**config.mk**
```make
export PLATFORM = sky130hd
export DESIGN_NAME = dmem_stall_ctrl
export DESIGN_NICKNAME = d
export VERILOG_FILES = /design/src/rtl/dmem_stall_ctrl_pkg.sv /design/src/rtl/dmem_lane_align.sv /design/src/rtl/dmem_stall_ctrl.sv
export SDC_FILE = /design/constraint.sdc
export NUM_CORES = 1
export LEC_CHECK = 0
export CAP_MARGIN = 15
export CELL_PAD_IN_SITES_DETAIL_PLACEMENT = 2
export CELL_PAD_IN_SITES_GLOBAL_PLACEMENT = 2
export CORE_MARGIN = 5
export CORE_UTILIZATION = 26
export DETAILED_ROUTE_END_ITERATION = 7
export GPL_TIMING_DRIVEN = 0
export PLACE_DENSITY_LB_ADDON = 0.1
export REMOVE_ABC_BUFFERS = 1
export SLEW_MARGIN = 10
export SYNTH_ARGS = -nofsm -noshare
export SYNTH_HDL_FRONTEND = slang
export SYNTH_SLANG_ARGS = --single-unit
export TNS_END_PERCENT = 100
```
**constraint.sdc**
```tcl
create_clock -name clk -period 5.3 [get_ports clk]
set_clock_uncertainty 0.1 [all_clocks]
set_input_delay 0.53 -clock clk [delete_from_list [all_inputs] [get_ports clk]]
set_output_delay 0.53 -clock clk [all_outputs]
set_load 0.1 [all_outputs]
```
**src/rtl/dmem_stall_ctrl_pkg.sv**
```systemverilog
// Shared definitions for the data-memory stall controller: opcode constants,
// funct3 access size/sign encodings, and the access FSM state encoding.
package dmem_stall_ctrl_pkg;

  localparam logic [6:0] OP_LOAD  = 7'b0000011;
  localparam logic [6:0] OP_STORE = 7'b0100011;

  // funct3[1:0] is log2(access bytes); funct3[2] selects zero-extension.
  localparam logic [2:0] F3_B  = 3'b000;
  localparam logic [2:0] F3_H  = 3'b001;
  localparam logic [2:0] F3_W  = 3'b010;
  localparam logic [2:0] F3_D  = 3'b011;
  localparam logic [2:0] F3_BU = 3'b100;
  localparam logic [2:0] F3_HU = 3'b101;
  localparam logic [2:0] F3_WU = 3'b110;

  typedef enum logic [1:0] {
    ST_IDLE = 2'd0,
    ST_REQ  = 2'd1,
    ST_DONE = 2'd2
  } state_t;

  function automatic logic is_mem_op(input logic [6:0] op);
    return (op == OP_LOAD) || (op == OP_STORE);
  endfunction

endpackage

```
**src/rtl/dmem_lane_align.sv**
```systemverilog
// Combinational byte-lane logic: store data / byte-enable placement and
// misalignment detection for the access being issued, and load-data
// extraction plus sign/zero extension for the access in flight.
module dmem_lane_align
  import dmem_stall_ctrl_pkg::*;
#(
  parameter int XLEN = 32,
  localparam int NB   = XLEN / 8,
  localparam int OFFW = $clog2(NB)
) (
  input  logic [2:0]      req_funct3_i,
  input  logic            req_store_i,
  input  logic [OFFW-1:0] req_off_i,
  input  logic [XLEN-1:0] wdata_i,
  output logic [XLEN-1:0] wdata_o,
  output logic [NB-1:0]   be_o,
  output logic            misalign_o,
  input  logic [2:0]      ld_funct3_i,
  input  logic [OFFW-1:0] ld_off_i,
  input  logic [XLEN-1:0] rdata_i,
  output logic [XLEN-1:0] load_data_o
);

  logic [1:0]             req_size;
  logic [4:0]             req_bytes;
  logic [15:0]            req_mask;
  logic [OFFW-1:0]        low_mask;
  logic                   illegal;
  logic [4:0]             ld_bytes;
  logic [7:0]             ld_pad;
  logic [XLEN-1:0]        ld_shifted;
  logic [XLEN-1:0]        ld_top;
  logic signed [XLEN-1:0] ld_sext;

  // Request side: lane placement, byte enables and alignment check.
  always_comb begin
    req_size  = req_funct3_i[1:0];
    req_bytes = 5'd1 << req_size;
    req_mask  = (16'd1 << req_bytes) - 16'd1;
    low_mask  = OFFW'((4'd1 << req_size) - 4'd1);
    // Unsigned store sizes, funct3=111, and 64-bit sizes on a 32-bit core
    // are not real accesses; they take the error path like a misalignment.
    illegal   = (req_funct3_i == 3'b111) ||
                (req_store_i && req_funct3_i[2]) ||
                ((XLEN == 32) && ((req_size == 2'b11) || (req_funct3_i == F3_WU)));
    misalign_o = illegal || (|(req_off_i & low_mask));
    be_o       = req_mask[NB-1:0] << req_off_i;
    wdata_o    = wdata_i << {req_off_i, 3'b000};
  end

  // Load side: move the addressed bytes to bit 0, then extend to XLEN.
  always_comb begin
    ld_bytes   = 5'd1 << ld_funct3_i[1:0];
    ld_pad     = 8'(XLEN) - {ld_bytes, 3'b000};
    ld_shifted = rdata_i >> {ld_off_i, 3'b000};
    ld_top     = ld_shifted << ld_pad;
    ld_sext    = $signed(ld_top) >>> ld_pad;
    if (ld_funct3_i[2]) begin
      load_data_o = ld_top >> ld_pad;
    end else begin
      load_data_o = ld_sext;
    end
  end

endmodule

```
**src/rtl/dmem_stall_ctrl.sv**
```systemverilog
// Variable-latency data-memory access controller. Decodes load/store,
// issues one valid/ready transaction, stalls the PC and gates write-back
// until the access completes.
// Optional feature macro: DMEM_TIMEOUT_EN adds a REQ-cycle counter and a
// one-cycle bus_err output when memory never answers.
//
// Handshake: dmem_req is high for every REQ cycle; addr/we/wdata/be are
// registered on entry to REQ and never change while dmem_req=1. A beat
// completes on the edge where dmem_req=1 and dmem_ready=1; dmem_rdata is
// sampled only on that edge. dmem_ready outside REQ is ignored.
module dmem_stall_ctrl
  import dmem_stall_ctrl_pkg::*;
#(
  parameter int XLEN        = 32,
  parameter int TIMEOUT_CYC = 16
) (
  input  logic              clk,
  input  logic              rst,
  input  logic [6:0]        opcode,
  input  logic [2:0]        funct3,
  input  logic              reg_write_in,
  input  logic [XLEN-1:0]   addr,
  input  logic [XLEN-1:0]   wdata_in,
  output logic              pc_enable,
  output logic              reg_write_out,
  output logic [XLEN-1:0]   load_data,
  output logic              dmem_req,
  output logic              dmem_we,
  output logic [XLEN-1:0]   dmem_addr,
  output logic [XLEN-1:0]   dmem_wdata,
  output logic [XLEN/8-1:0] dmem_be,
  input  logic              dmem_ready,
  input  logic [XLEN-1:0]   dmem_rdata,
  output logic              misalign_err,
`ifdef DMEM_TIMEOUT_EN
  output logic              bus_err,
`endif
  output state_t            dbg_state
);

  localparam int NB   = XLEN / 8;
  localparam int OFFW = $clog2(NB);

  state_t            state_q, state_d;
  logic              we_q;
  logic [XLEN-1:0]   addr_q;
  logic [XLEN-1:0]   wdata_q;
  logic [NB-1:0]     be_q;
  logic [2:0]        funct3_q;
  logic [OFFW-1:0]   off_q;
  logic              mis_q;
  logic              ld_ok_q;
  logic              tmo_q;
  logic [XLEN-1:0]   load_data_q;

  logic              is_mem;
  logic              is_store;
  logic              mis;
  logic              timed_out;
  logic [XLEN-1:0]   align_wdata;
  logic [NB-1:0]     align_be;
  logic [XLEN-1:0]   ext_rdata;

  assign is_store = (opcode == OP_STORE);
  assign is_mem   = is_mem_op(opcode);

  dmem_lane_align #(.XLEN(XLEN)) u_align (
    .req_funct3_i (funct3),
    .req_store_i  (is_store),
    .req_off_i    (addr[OFFW-1:0]),
    .wdata_i      (wdata_in),
    .wdata_o      (align_wdata),
    .be_o         (align_be),
    .misalign_o   (mis),
    .ld_funct3_i  (funct3_q),
    .ld_off_i     (off_q),
    .rdata_i      (dmem_rdata),
    .load_data_o  (ext_rdata)
  );

`ifdef DMEM_TIMEOUT_EN
  localparam int CW = $clog2(TIMEOUT_CYC + 1);
  logic [CW-1:0] tmo_cnt_q;

  assign timed_out = (state_q == ST_REQ) && !dmem_ready &&
                     (tmo_cnt_q == CW'(TIMEOUT_CYC - 1));
  assign bus_err   = (state_q == ST_DONE) && tmo_q;

  // Count REQ cycles; cleared whenever REQ is entered.
  always_ff @(posedge clk) begin
    if (rst || state_q != ST_REQ) begin
      tmo_cnt_q <= '0;
    end else begin
      tmo_cnt_q <= tmo_cnt_q + 1'b1;
    end
  end
`else
  assign timed_out = 1'b0;
`endif

  // FSM state register.
  always_ff @(posedge clk) begin
    if (rst) begin
      state_q <= ST_IDLE;
    end else begin
      state_q <= state_d;
    end
  end

  // Next-state and stall / handshake outputs.
  always_comb begin
    state_d       = state_q;
    pc_enable     = 1'b0;
    reg_write_out = 1'b0;
    unique case (state_q)
      ST_IDLE: begin
        if (is_mem) begin
          state_d = mis ? ST_DONE : ST_REQ;
        end else begin
          pc_enable     = 1'b1;
          reg_write_out = reg_write_in;
        end
      end
      ST_REQ: begin
        if (dmem_ready || timed_out) begin
          state_d = ST_DONE;
        end
      end
      ST_DONE: begin
        state_d       = ST_IDLE;
        pc_enable     = 1'b1;
        reg_write_out = reg_write_in && ld_ok_q;
      end
      default: state_d = ST_IDLE;
    endcase
    if (rst) begin
      pc_enable     = 1'b0;
      reg_write_out = 1'b0;
    end
  end

  // Request fields latch on IDLE->REQ; load data latches on the ready beat.
  always_ff @(posedge clk) begin
    if (rst) begin
      we_q        <= 1'b0;
      addr_q      <= '0;
      wdata_q     <= '0;
      be_q        <= '0;
      funct3_q    <= '0;
      off_q       <= '0;
      mis_q       <= 1'b0;
      ld_ok_q     <= 1'b0;
      tmo_q       <= 1'b0;
      load_data_q <= '0;
    end else if (state_q == ST_IDLE && is_mem) begin
      mis_q   <= mis;
      ld_ok_q <= 1'b0;
      tmo_q   <= 1'b0;
      if (!mis) begin
        we_q     <= is_store;
        addr_q   <= {addr[XLEN-1:OFFW], {OFFW{1'b0}}};
        wdata_q  <= align_wdata;
        be_q     <= align_be;
        funct3_q <= funct3;
        off_q    <= addr[OFFW-1:0];
      end
    end else if (state_q == ST_REQ) begin
      if (dmem_ready) begin
        ld_ok_q <= !we_q;
        if (!we_q) begin
          load_data_q <= ext_rdata;
        end
      end else if (timed_out) begin
        tmo_q <= 1'b1;
      end
    end
  end

  assign dmem_req     = (state_q == ST_REQ);
  assign dmem_we      = we_q;
  assign dmem_addr    = addr_q;
  assign dmem_wdata   = wdata_q;
  assign dmem_be      = be_q;
  assign load_data    = load_data_q;
  assign misalign_err = (state_q == ST_DONE) && mis_q;
  assign dbg_state    = state_q;

endmodule

```
==> impl_metrics.csv <==
group,metric,value,unit
outcome,status,"finished, final reports clean",
synthesis,synth_top_area_cell,"dfxtp_1",
clock_tree,insertion_delay,0.35,ns
critical_path,critPathMaxStageDelay,1.14,ns
sta,fin_crit_sh,67.0,%
clock_tree,holdBufCountCts,0,
clock_tree,path_clk_slew,0.07,ns
routing,drt-total-wl,22.8,mm
synthesis,synth_top_area_share,40.1,%
global_routing,first_global_vias,6252,
final_layout,final_common_cell,"clkdlybuf4s50_1",
routing,drt_iter0_drc,152,
synthesis,yosys_warnings,0,
min_path,hold_class,"reg2reg",
synthesis,synthCells,622,
synthesis,synth.area.top_cells,"dfxtp_1, mux2i_1, a21oi_1, o21ai_0, nand3_1",
die,start_util,26.6,%
final_layout,most-common-layout-cells,"clkdlybuf4s50_1, dfxtp_1, a21oi_1, o21ai_0, mux2i_1",
sta,tns,0,ns
clock_tree,cts_tree,"yes",
synthesis,synth_edf_count,0,
final_layout,multi_input_area,2940,µm²
die,rows,52,
critical_path,crit_top_cell,"clkdlybuf4s50_1",
die,io_pins,217,
sta,worstMarginPinSlew,1.14,ns
final_layout,nets,900,
min_path,hp-start,"dmem_wdata[10]$_SDFFE_PP0P_",
synthesis,syn_area,5390,µm²
clock_tree,cts-htree-levels,3,
clock_tree,cts_buffer_depth,2,
power_and_ir_drop,ir_drop,0.148,mV
final_layout,diodes,0,
clock_tree,clockRootBuffer,"clkbuf_16",
routing,firstDrtPassIters,4,
synthesis,synth-main-ff-cell,"dfxtp_1",
global_routing,grt_pass1_wl,35.8,mm
global_routing,grt_max_degree,70,
critical_path,start_kind,"input port",
critical_path,setup.worst_path.start,"opcode[2]",
place,dp.cells,1048,
global_routing,antenna_found_initial,2,
sta,fmax,282,MHz
final_layout,seqCellArea,2160,µm²
critical_path,worst_path_max_delay_cell,"clkdlybuf4s50_1",
clock_tree,cts_setup_buffers,0,
die,die-area,23700,µm²
routing,ant_nets,0,
place,hpwl,16.4,mm
die,dieHeight,154,µm
final_layout,drive_above_1_share,6.30,%
final_layout,area_growth,48.9,%
routing,routed_via_density,5.22,
run,drv_cap,0,
routing,wire_per_inst,21.4,µm
die,core-area,20300,µm²
critical_path,cp_max_fo,3,
place,place.gp.congestion,0.743,
global_routing,grt-ovfl-total,0,
sta,slew_violations,0,
power_and_ir_drop,power.density,225,nW/µm²
die,die_w,154,µm
critical_path,worst-path-buf-inv,2,
synthesis,yosysSeqAreaShare,40.1,%
synthesis,yosysUniqueCellTypes,53,
synthesis,synth_seq_cells,108,
sta,setup_viol,0,
critical_path,arrival,2.92,ns
clock_tree,cts.sinks,108,
place,io_buffers,214,
clock_tree,ctsResizeCount,0,
sta,rsz0062_at_grt,"false",
global_routing,track_usage,18.7,%
critical_path,r2r_start,"dbg_state[0]$_SDFFE_PP0P_",
synthesis,async_flop_share,0,%
critical_path,path_class,"in2out",
routing,drt_drc_violations_left,0,
final_layout,stdcell_count,1064,
critical_path,cp_data_required_time,4.67,ns
final_layout,fillCellCount,2257,
critical_path,cpLargestDelayFamily,"buffers and inverters",
routing,vias,5558,
sta,hold_violations,0,
clock_tree,cts_buffers,9,
critical_path,cp_cell_sequence,"clkdlybuf4s50_1, and4bb_2, a211oi_1, and3_1, clkdlybuf4s50_1",
power_and_ir_drop,p_leak,0.00258,µW
critical_path,endpoint_kind,"output pin",
synthesis,syn_area_per_cell,8.67,µm²
sta,fin_crit,3.55,ns
sta,relSlewSlack,23.8,%
## routing by layer
metal | vias up | track usage (%) | part of all wire [%]
li1 | 2637 | - | -
met1 | 2754 | 20.7 | 40
met2 | 138 | 34.4 | 52
met3 | 25 | 5.99 | 6.4
met4 | 4 | 4.96 | 1.5
met5 | - | 0 | 0.11
## worst min-delay path, delay by kind of cell, from the launching register on
kind	cells	cell delay, ns
flip-flops	1	0.31
AO/OA/AOI/OAI	2	0.12
## Yosys cell counts, drive strengths merged (2+ instances only)
cell type  count
nand2b        14
nand4          8
nand4bb        2
or4           10
mux4           5
nand2         25
a22oi         14
mux2           4
nand3         45
nor4b          2
nor3          11
a211oi        17
a311oi         2
a21o           6
a221o          7
o2bb2ai        8
inv            3
a21oi         74
buf           28
clkbuf        37
a32oi          3
nor2b          9
o21ai         79
mux2i         49
and3           2
nor2          32
dfxtp        108
a211o          4
## cell families after synthesis
group	after synthesis	synth area share, %
AOI/OAI and AO/OA	220	24.7
and+or+nand+nor	166	17.0
DFF	108	40.1
buffers and inverters	68	5.96
muxes	58	12.0
xor gates and xnor gates	1	0.162
other	1	0.0696
## layout make-up
cell class                      count  share of cell area (%)
Inverter                            3                   0.140
Multi-Input combinational cell    447                    36.6
Sequential cell                   108                    26.9
Tap cell                          270                    4.21
Timing Repair Buffer              221                    28.2
Clock inverter                      6                    1.09
Clock buffer                        9                    2.81
## through the flow
step / instance area [µm²] / power (µW) / utilization [%] / setup slack, ns / hold slack [ns]
2_1_floorplan: 5080 / 925 / - / 0.0505 / 0.369
3_5_place_dp: 7710 / 1090 / 38.0 / 1.74 / 0.372
6_report: 8030 / 1810 / 39.5 / 1.75 / 0.373
5_1_grt: 8030 / 1880 / 39.5 / 1.63 / 0.410
3_3_place_gp: 7560 / 1070 / 37.3 / -0.808 / 0.360
4_1_cts: 8020 / 1830 / 39.5 / 1.74 / 0.384
## power breakdown
group	leakage [µW]	switching [µW]	internal, µW
Clock	0.000156	327	414
Combinational	0.00155	135	119
Sequential	0.000870	1.80	812
Total	0.00258	464	1350
## sequential cells by signal (all words and copies together) (netlist names)
name,flops
dbg_state,2
dmem_addr,30
dmem_be,4
dmem_wdata,32
dmem_we,1
funct3_q,3
ld_ok_q,1
load_data,32
mis_q,1
off_q,2
## final timing paths
| kind | depth (start not counted) | slack, ns | end |
|---|---|---|---|
| worst max-delay path | 5 | 1.75 | reg_write_out |
| worst min-delay path | 2 | 0.37 | dmem_wdata[10]$_SDFFE_PP0P_ |
| worst min register to register | 2 | 0.37 | dmem_wdata[10]$_SDFFE_PP0P_ |
| worst max register to register | 4 | 2.40 | load_data[0]$_SDFFE_PP0P_ |
(Power assumes the default switching activity.)
